$ cat src/rtl/qei_pkg.sv
// Shared definitions for the quadrature encoder interface.
// Gray-state constants, default counter width, step lookup.
package qei_pkg;

    localparam int COUNT_W_DEF = 16;

    localparam logic [1:0] S00 = 2'b00;
    localparam logic [1:0] S01 = 2'b01;
    localparam logic [1:0] S11 = 2'b11;
    localparam logic [1:0] S10 = 2'b10;

    // Successor of an {A,B} state when turning forward.
    function automatic logic [1:0] next_fwd(input logic [1:0] s);
        logic [1:0] n;
        n = S00;
        unique case (s)
            S00: n = S01;
            S01: n = S11;
            S11: n = S10;
            S10: n = S00;
            default: n = S00;
        endcase
        return n;
    endfunction

    // Successor of an {A,B} state when turning backward.
    function automatic logic [1:0] next_bwd(input logic [1:0] s);
        logic [1:0] n;
        n = S00;
        unique case (s)
            S00: n = S10;
            S10: n = S11;
            S11: n = S01;
            S01: n = S00;
            default: n = S00;
        endcase
        return n;
    endfunction

endpackage

$ cat src/rtl/qei_decoder.sv
// x4 quadrature step decoder, purely combinational.
// No change and double-bit jumps both yield no step.
module qei_decoder
    import qei_pkg::*;
(
    input  logic [1:0] prev_ab,
    input  logic [1:0] cur_ab,
    output logic       inc,
    output logic       dec
);

    // Classify the transition by matching against each neighbour state.
    always_comb begin
        inc = 1'b0;
        dec = 1'b0;
        if (prev_ab != cur_ab) begin
            inc = (cur_ab == next_fwd(prev_ab));
            dec = (cur_ab == next_bwd(prev_ab));
        end
    end

endmodule

$ cat src/rtl/tt_um_jakedrew_qei.sv
// Tiny Tapeout tile: quadrature encoder interface.
// Synchronised A/B, x4 decode, up/down count and direction on the pins.
module tt_um_jakedrew_qei
    import qei_pkg::*;
#(
    parameter int SYNC_STAGES = 2,
    parameter int COUNT_W     = COUNT_W_DEF
) (
    input  logic       clk,
    input  logic       rst_n,
    input  logic       ena,
    input  logic [7:0] ui_in,
    output logic [7:0] uo_out,
    input  logic [7:0] uio_in,
    output logic [7:0] uio_out,
    output logic [7:0] uio_oe
);

    localparam logic [COUNT_W-1:0] ONE = {{(COUNT_W-1){1'b0}}, 1'b1};

    logic [SYNC_STAGES-1:0] sync_a;
    logic [SYNC_STAGES-1:0] sync_b;
    logic [1:0]             cur_ab;
    logic [1:0]             prev_ab;
    logic                   inc;
    logic                   dec;
    logic [COUNT_W-1:0]     count;
    logic                   dir;
    logic                   unused_ok;

    // Shift raw encoder pins through the synchroniser chains.
    always_ff @(posedge clk or negedge rst_n) begin
        if (!rst_n) begin
            sync_a <= '0;
            sync_b <= '0;
        end else begin
            sync_a <= {sync_a[SYNC_STAGES-2:0], ui_in[0]};
            sync_b <= {sync_b[SYNC_STAGES-2:0], ui_in[1]};
        end
    end

    assign cur_ab = {sync_a[SYNC_STAGES-1], sync_b[SYNC_STAGES-1]};

    qei_decoder u_dec (
        .prev_ab (prev_ab),
        .cur_ab  (cur_ab),
        .inc     (inc),
        .dec     (dec)
    );

    // Track last state and apply the decoded step to count and dir.
    always_ff @(posedge clk or negedge rst_n) begin
        if (!rst_n) begin
            prev_ab <= S00;
            count   <= '0;
            dir     <= 1'b0;
        end else begin
            prev_ab <= cur_ab;
            if (inc) begin
                count <= count + ONE;
                dir   <= 1'b1;
            end else if (dec) begin
                count <= count - ONE;
                dir   <= 1'b0;
            end
        end
    end

    assign uo_out  = {dir, count[6:0]};
    assign uio_out = count[14:7];
    assign uio_oe  = 8'hFF;

    assign unused_ok = &{1'b0, ena, ui_in[7:2], uio_in};

endmodule

$ cat config.mk
export PLATFORM = sky130hd
export DESIGN_NAME = tt_um_jakedrew_qei
export DESIGN_NICKNAME = d
export VERILOG_FILES = /design/src/rtl/qei_pkg.sv /design/src/rtl/qei_decoder.sv /design/src/rtl/tt_um_jakedrew_qei.sv
export SDC_FILE = /design/constraint.sdc
export NUM_CORES = 1
export LEC_CHECK = 0
export CAP_MARGIN = 10
export CORE_MARGIN = 3
export CORE_UTILIZATION = 35
export DETAILED_ROUTE_END_ITERATION = 8
export GPL_TIMING_DRIVEN = 0
export PLACE_DENSITY_LB_ADDON = 0.08
export SYNTH_ARGS = -nofsm -noshare
export SYNTH_HDL_FRONTEND = slang
export SYNTH_HIERARCHICAL = 1
export SYNTH_SLANG_ARGS = --single-unit
$ cat constraint.sdc
create_clock -name clk -period 2.3 [get_ports clk]
set_input_delay 0.46 -clock clk [delete_from_list [all_inputs] [get_ports clk]]
set_output_delay 0.46 -clock clk [all_outputs]
set_load 0.02 [all_outputs]
# == Yosys cells after proc, flatten, opt, wreduce, memory -nomap -nowiden ==
# Index checks and enable logic that the tools add are counted.
# totals
reg_bits,23
inputBits,19
elab_cells,25
# op_classes
add_sub_neg,2
n_eq_ne,6
mux,10
n_reduce_logical,2
# ops
operator,count
two-way mux 16 bit,2
"adder 16 x 1 -> 16 bit, second input constant",1
case mux 2 bit (4 select lines),2
"subtractor 16 x 1 -> 16 bit, second input constant",1
equality test 2 bit,2
"equality test 2 bit, second input constant",2
two-way mux 1 bit,4
two-way mux 2 bit,2
"equality test 2 x 1 -> 1 bit, second input constant",1
logical NOT 2 bit,1
!= test 2 bit,1
nonzero test 2 bit,1

# == Logic depth before layout (Yosys ltp) ==
# depth
ltp_word,7
mapped_depth,11
mapped_depth_nobuf,10

# == Modules after synthesis ==
# Netlist, hierarchy kept.
# by_module_without_submodules
module,instances,cells_per_inst,area_per_inst_um2,seq_area_each_um2
tt_um_jakedrew_qei,1,154,1467.7,550.5
qei_decoder,1,4,27.5,0.0

# == Worst setup path after synthesis ==
# No wires, ideal clock.
# synth_path
path_type,register to register
from,reg sync_b[1]
to,reg count[13]
t_arrival_ns,2.410
t_required_ns,2.168
setup_slack_ns,-0.242
stages_incl_launch_ff,11
n_path_buf,0
period_less_slack_ns,2.542
cell_sequence,dfrtp_1 > xor2_1 > and2_1 > inv_1 > ha_1 > a21o_1 > a21o_1 > a221o_1 > a31oi_1 > xor2_1 > o21ai_1
# synth_between
elab_chain_len,3
word_cells_on_any_way,7
classes_between,eq/ne (3); mux (3); reduce/logical (1)
# synth_rtl
item,line,text
"start, declared",tt_um_jakedrew_qei.sv:22,logic [SYNC_STAGES-1:0] sync_b;
"start signal, assigned",tt_um_jakedrew_qei.sv:38,"sync_b <= {sync_b[SYNC_STAGES-2:0], ui_in[1]};"
equality test 2 bit or != test 2 bit (tied branches),"qei_decoder.sv:17, qei_decoder.sv:16",
two-way mux 1 bit (*),qei_decoder.sv:16,if (prev_ab != cur_ab) begin
net inc,tt_um_jakedrew_qei.sv:25,logic inc;
two-way mux 16 bit or nonzero test 2 bit (tied branches),n/a,
"end signal, assigned",tt_um_jakedrew_qei.sv:60,count <= count + ONE;
"end signal, assigned",tt_um_jakedrew_qei.sv:63,count <= count - ONE;
"end, declared",tt_um_jakedrew_qei.sv:27,logic [COUNT_W-1:0] count;
# The timed path passes the listed nets; every way through them passes the cells marked *.
# A chain may end at the register's enable or synchronous reset.

# == Worst setup path in the final report ==
# layout_path
from,reg sync_b[1]
to,reg count[9]
# The elaborated chain is that of the path after synthesis.

==> reports/qor.yml <==
run_status:
  status: "finished with violations"
  failed_checks: "negative setup slack"
clocking:
  clockBufferDepth: 2
  cts_tree: "yes"
  cts_made_buffers: 3
  root_buffer: "clkbuf_8"
  cts.sinks: 22
  cts-htree-levels: 1
  hold_buffers: 0
  clkLatencyLatePin_ns: 0.26
  path_clk_slew_ns: 0.09
timing:
  fin_ws_ns: -0.113
  hold_slack_ns: 0.353
  final.setup_skew_ns: 0.00383
  final.period_utilization_pct: 105
  worst_pin_slew_ns: 1.02
  max-slew-margin-rel_pct: 31.7
  max_freq_mhz: 414
  finalMaxSlewViolations: 0
  setup_viol: 6
  period_minus_slack_ns: 2.41
  grt_setup_unrepaired: "true"
  hold_viol: 0
yosys:
  seq_area_frac_synth_pct: 36.8
  yosysWarnings: 6
  synth_top_area_cell: "dfrtp_1"
  synth_async_sr_flop_share_pct: 100
  synth_area_sq_um: 1500
  synth_edf_count: 0
  synth_cell_types: 43
  synth_top_area_share_pct: 36.8
  yosys_most_used_dff: "dfrtp_1"
  syn_avg_cell_area_sq_um: 9.46
  ys_ff_latch: 22
  synth_area_leaders: "dfrtp_1 (37%), ha_1 (11%), xor2_1 (4.7%)"
  syn_inst: 158
setup_path:
  worst_ep_arrival_time_ns: 2.57
  worstPathRequired_ns: 2.46
  worstSetupEndpointType: "flip-flop"
  crit_path_max_fanout: 7
  path_cells: "xor2_1 > and2_4 > inv_8 > ha_1 > a21oi_2 > o31ai_2 > o21a_1 > o22ai_1 > nor4b_2 > a211o_1"
  cp_slowest_stage_delay_ns: 0.39
  crit_family: "compound AO/OA/AOI/OAI gates"
  path_buf_inv: 1
  worstSetupPathType: "flip-flop to flip-flop"
  slowest_stage: "dfrtp_1"
  start_kind: "flip-flop"
routing:
  ant_nets: 0
  dr.pass1.iters: 3
  vias: 1230
  drc: 0
  drtIter0Drc: 61
  totalWireLength_microns: 3470
  wl_per_cell_microns: 14.2
  avgViaCountPerCell: 5.02
global_routing:
  use_met3_pct: 2.81
  grt_max_degree: 23
  grtUsageTotal_pct: 14.0
  grt_busiest_layer: "met2"
  grt_pass1_wl_microns: 5710
  met2_usage_pct: 22.4
  grt_use_met1_pct: 18.9
  antenna_found_initial: 0
  grt_overflow_total: 0
  first_global_vias: 1224
floorplan:
  die_area_sq_um: 5090
  die_h_microns: 71.4
  row_count: 23
  core_area_sq_um: 4060
  die_w_microns: 71.4
  start_util_pct: 36.8
  pin_count: 43
run:
  cap_viol_max_count: 0
final_layout:
  fill_cells: 362
  area_delta_synth_final_pct: 43.8
  final_util_pct: 53.0
  drive_above_1_share_pct: 29.2
  final_nets: 229
  diodes: 0
power_and_ir_drop:
  powerDensity_nw_per_um2: 1600
  p_leak_nw: 0.906
  finalPower_mw: 3.44
  vdd_drop_max_mv: 0.842
place:
  routabilityCongestion: 0.844
  hpwl_microns: 2210
  numPortBuffers: 19
min_path:
  hold_class: "flip-flop to flip-flop"
[path summary, 6_finish.rpt]
kind	startpoint	to	slack (ns)	depth (start not counted)
max in group asynchronous	rst_n	count[12]$_DFFE_PN0P_	0.93	1
worst min register to register	sync_b[0]$_DFF_PN0_	sync_b[1]$_DFF_PN0_	0.35	0
worst max register to register	sync_b[1]$_DFF_PN0_	count[9]$_DFFE_PN0P_	-0.11	10
min in group asynchronous	rst_n	dir$_DFFE_PN0P_	0.74	1
worst min-delay path	sync_b[0]$_DFF_PN0_	sync_b[1]$_DFF_PN0_	0.35	0
worst max-delay path	sync_b[1]$_DFF_PN0_	count[9]$_DFFE_PN0P_	-0.11	10
[sequential cells by signal, summed over array words and instances (netlist names)]
| signal | flops |
|---|---|
| count | 15 |
| prev_ab | 2 |
| sync_a | 2 |
| sync_b | 2 |
| dir | 1 |
[cells in the mapped netlist, types with 3 or more instances]
master   instances
xor2_1           8
inv_1            7
nor2_1           8
a21o_1           4
ha_1            13
a21oi_1          9
xnor2_1          4
o21ai_1          3
nand2_1         16
buf_4            9
o21ai_0         11
dfrtp_1         22
o31ai_1          3
[cells by family (layout without fill, tap and decap cells)]
logic type	after synthesis	count (layout)	share of synthesized area, %
AND/OR/NAND/NOR	39	39	13.2
multiplexers	3	3	2.09
XOR/XNOR	12	12	7.03
adder cells (fa/ha/maj)	14	14	12.2
AO/OA/AOI/OAI	48	48	21.3
flip-flops	22	22	36.8
buffers and inverters	19	49	7.11
other	1	8	0.251
[per-layer routing]
layer  part of all wire, %  wire, microns  up-vias
li1                      -              -      618
met1                    47           1620      594
met2                    50           1740       16
met3                   2.5             87        2
met4                  0.63             22        0
met5                     0              0        -
[area by class of cell]
cell class | count | area, sq um | area share, %
multi-input combinational | 124 | 1100 | 51.3
timing repair buffer | 26 | 243 | 11.3
clock inverter | 1 | 30.0 | 1.40
timing repair inverter | 1 | 8.76 | 0.407
sequential | 22 | 551 | 25.6
tap | 50 | 62.6 | 2.91
inverter | 7 | 33.8 | 1.57
buffer | 11 | 76.3 | 3.55
clock buffer | 3 | 41.3 | 1.92
[what timing repair did]
item / CTS / global route
buffers inserted: 6 / 1
setup endpoints to repair: 8 / 14
gates resized for setup: 20 / 18
gates cloned: 1 / 0
pin swaps: 6 / 10
[where the power goes]
group | internal [mW] | leakage (nW) | switching, mW | total, mW
logic | 1.21 | 0.609 | 1.16 | 2.37
registers | 0.535 | 0.261 | 0.167 | 0.702
clock network | 0.233 | 0.0357 | 0.136 | 0.369
[per-stage QoR]
stage | worst slack, ns | setup TNS [ns] | instance area, sq um | std cells
after floorplan | 0.00232 | 0 | 1570 | 165
after global placement | -0.249 | -1.41 | 1820 | 234
after detailed placement | -0.251 | -1.51 | 1820 | 234
after CTS | -0.0779 | -0.373 | 2060 | 245
after global routing | -0.241 | -1.47 | 2150 | 245
final | -0.113 | -0.482 | 2150 | 245
[cells in the final DEF, fill, tap and decap left out, types with 4 or more instances in the layout]
master and count:
a21o_1 4, clkdlybuf4s50_1 19, inv_1 6, nor2_1 7
o21ai_0 9, xor2_1 8, conb_1 8, o21ai_1 5
buf_4 16, ha_4 10, nand2_1 16, a21oi_1 6
dfrtp_1 22
Note: power is estimated with default switching activity, not from simulation.
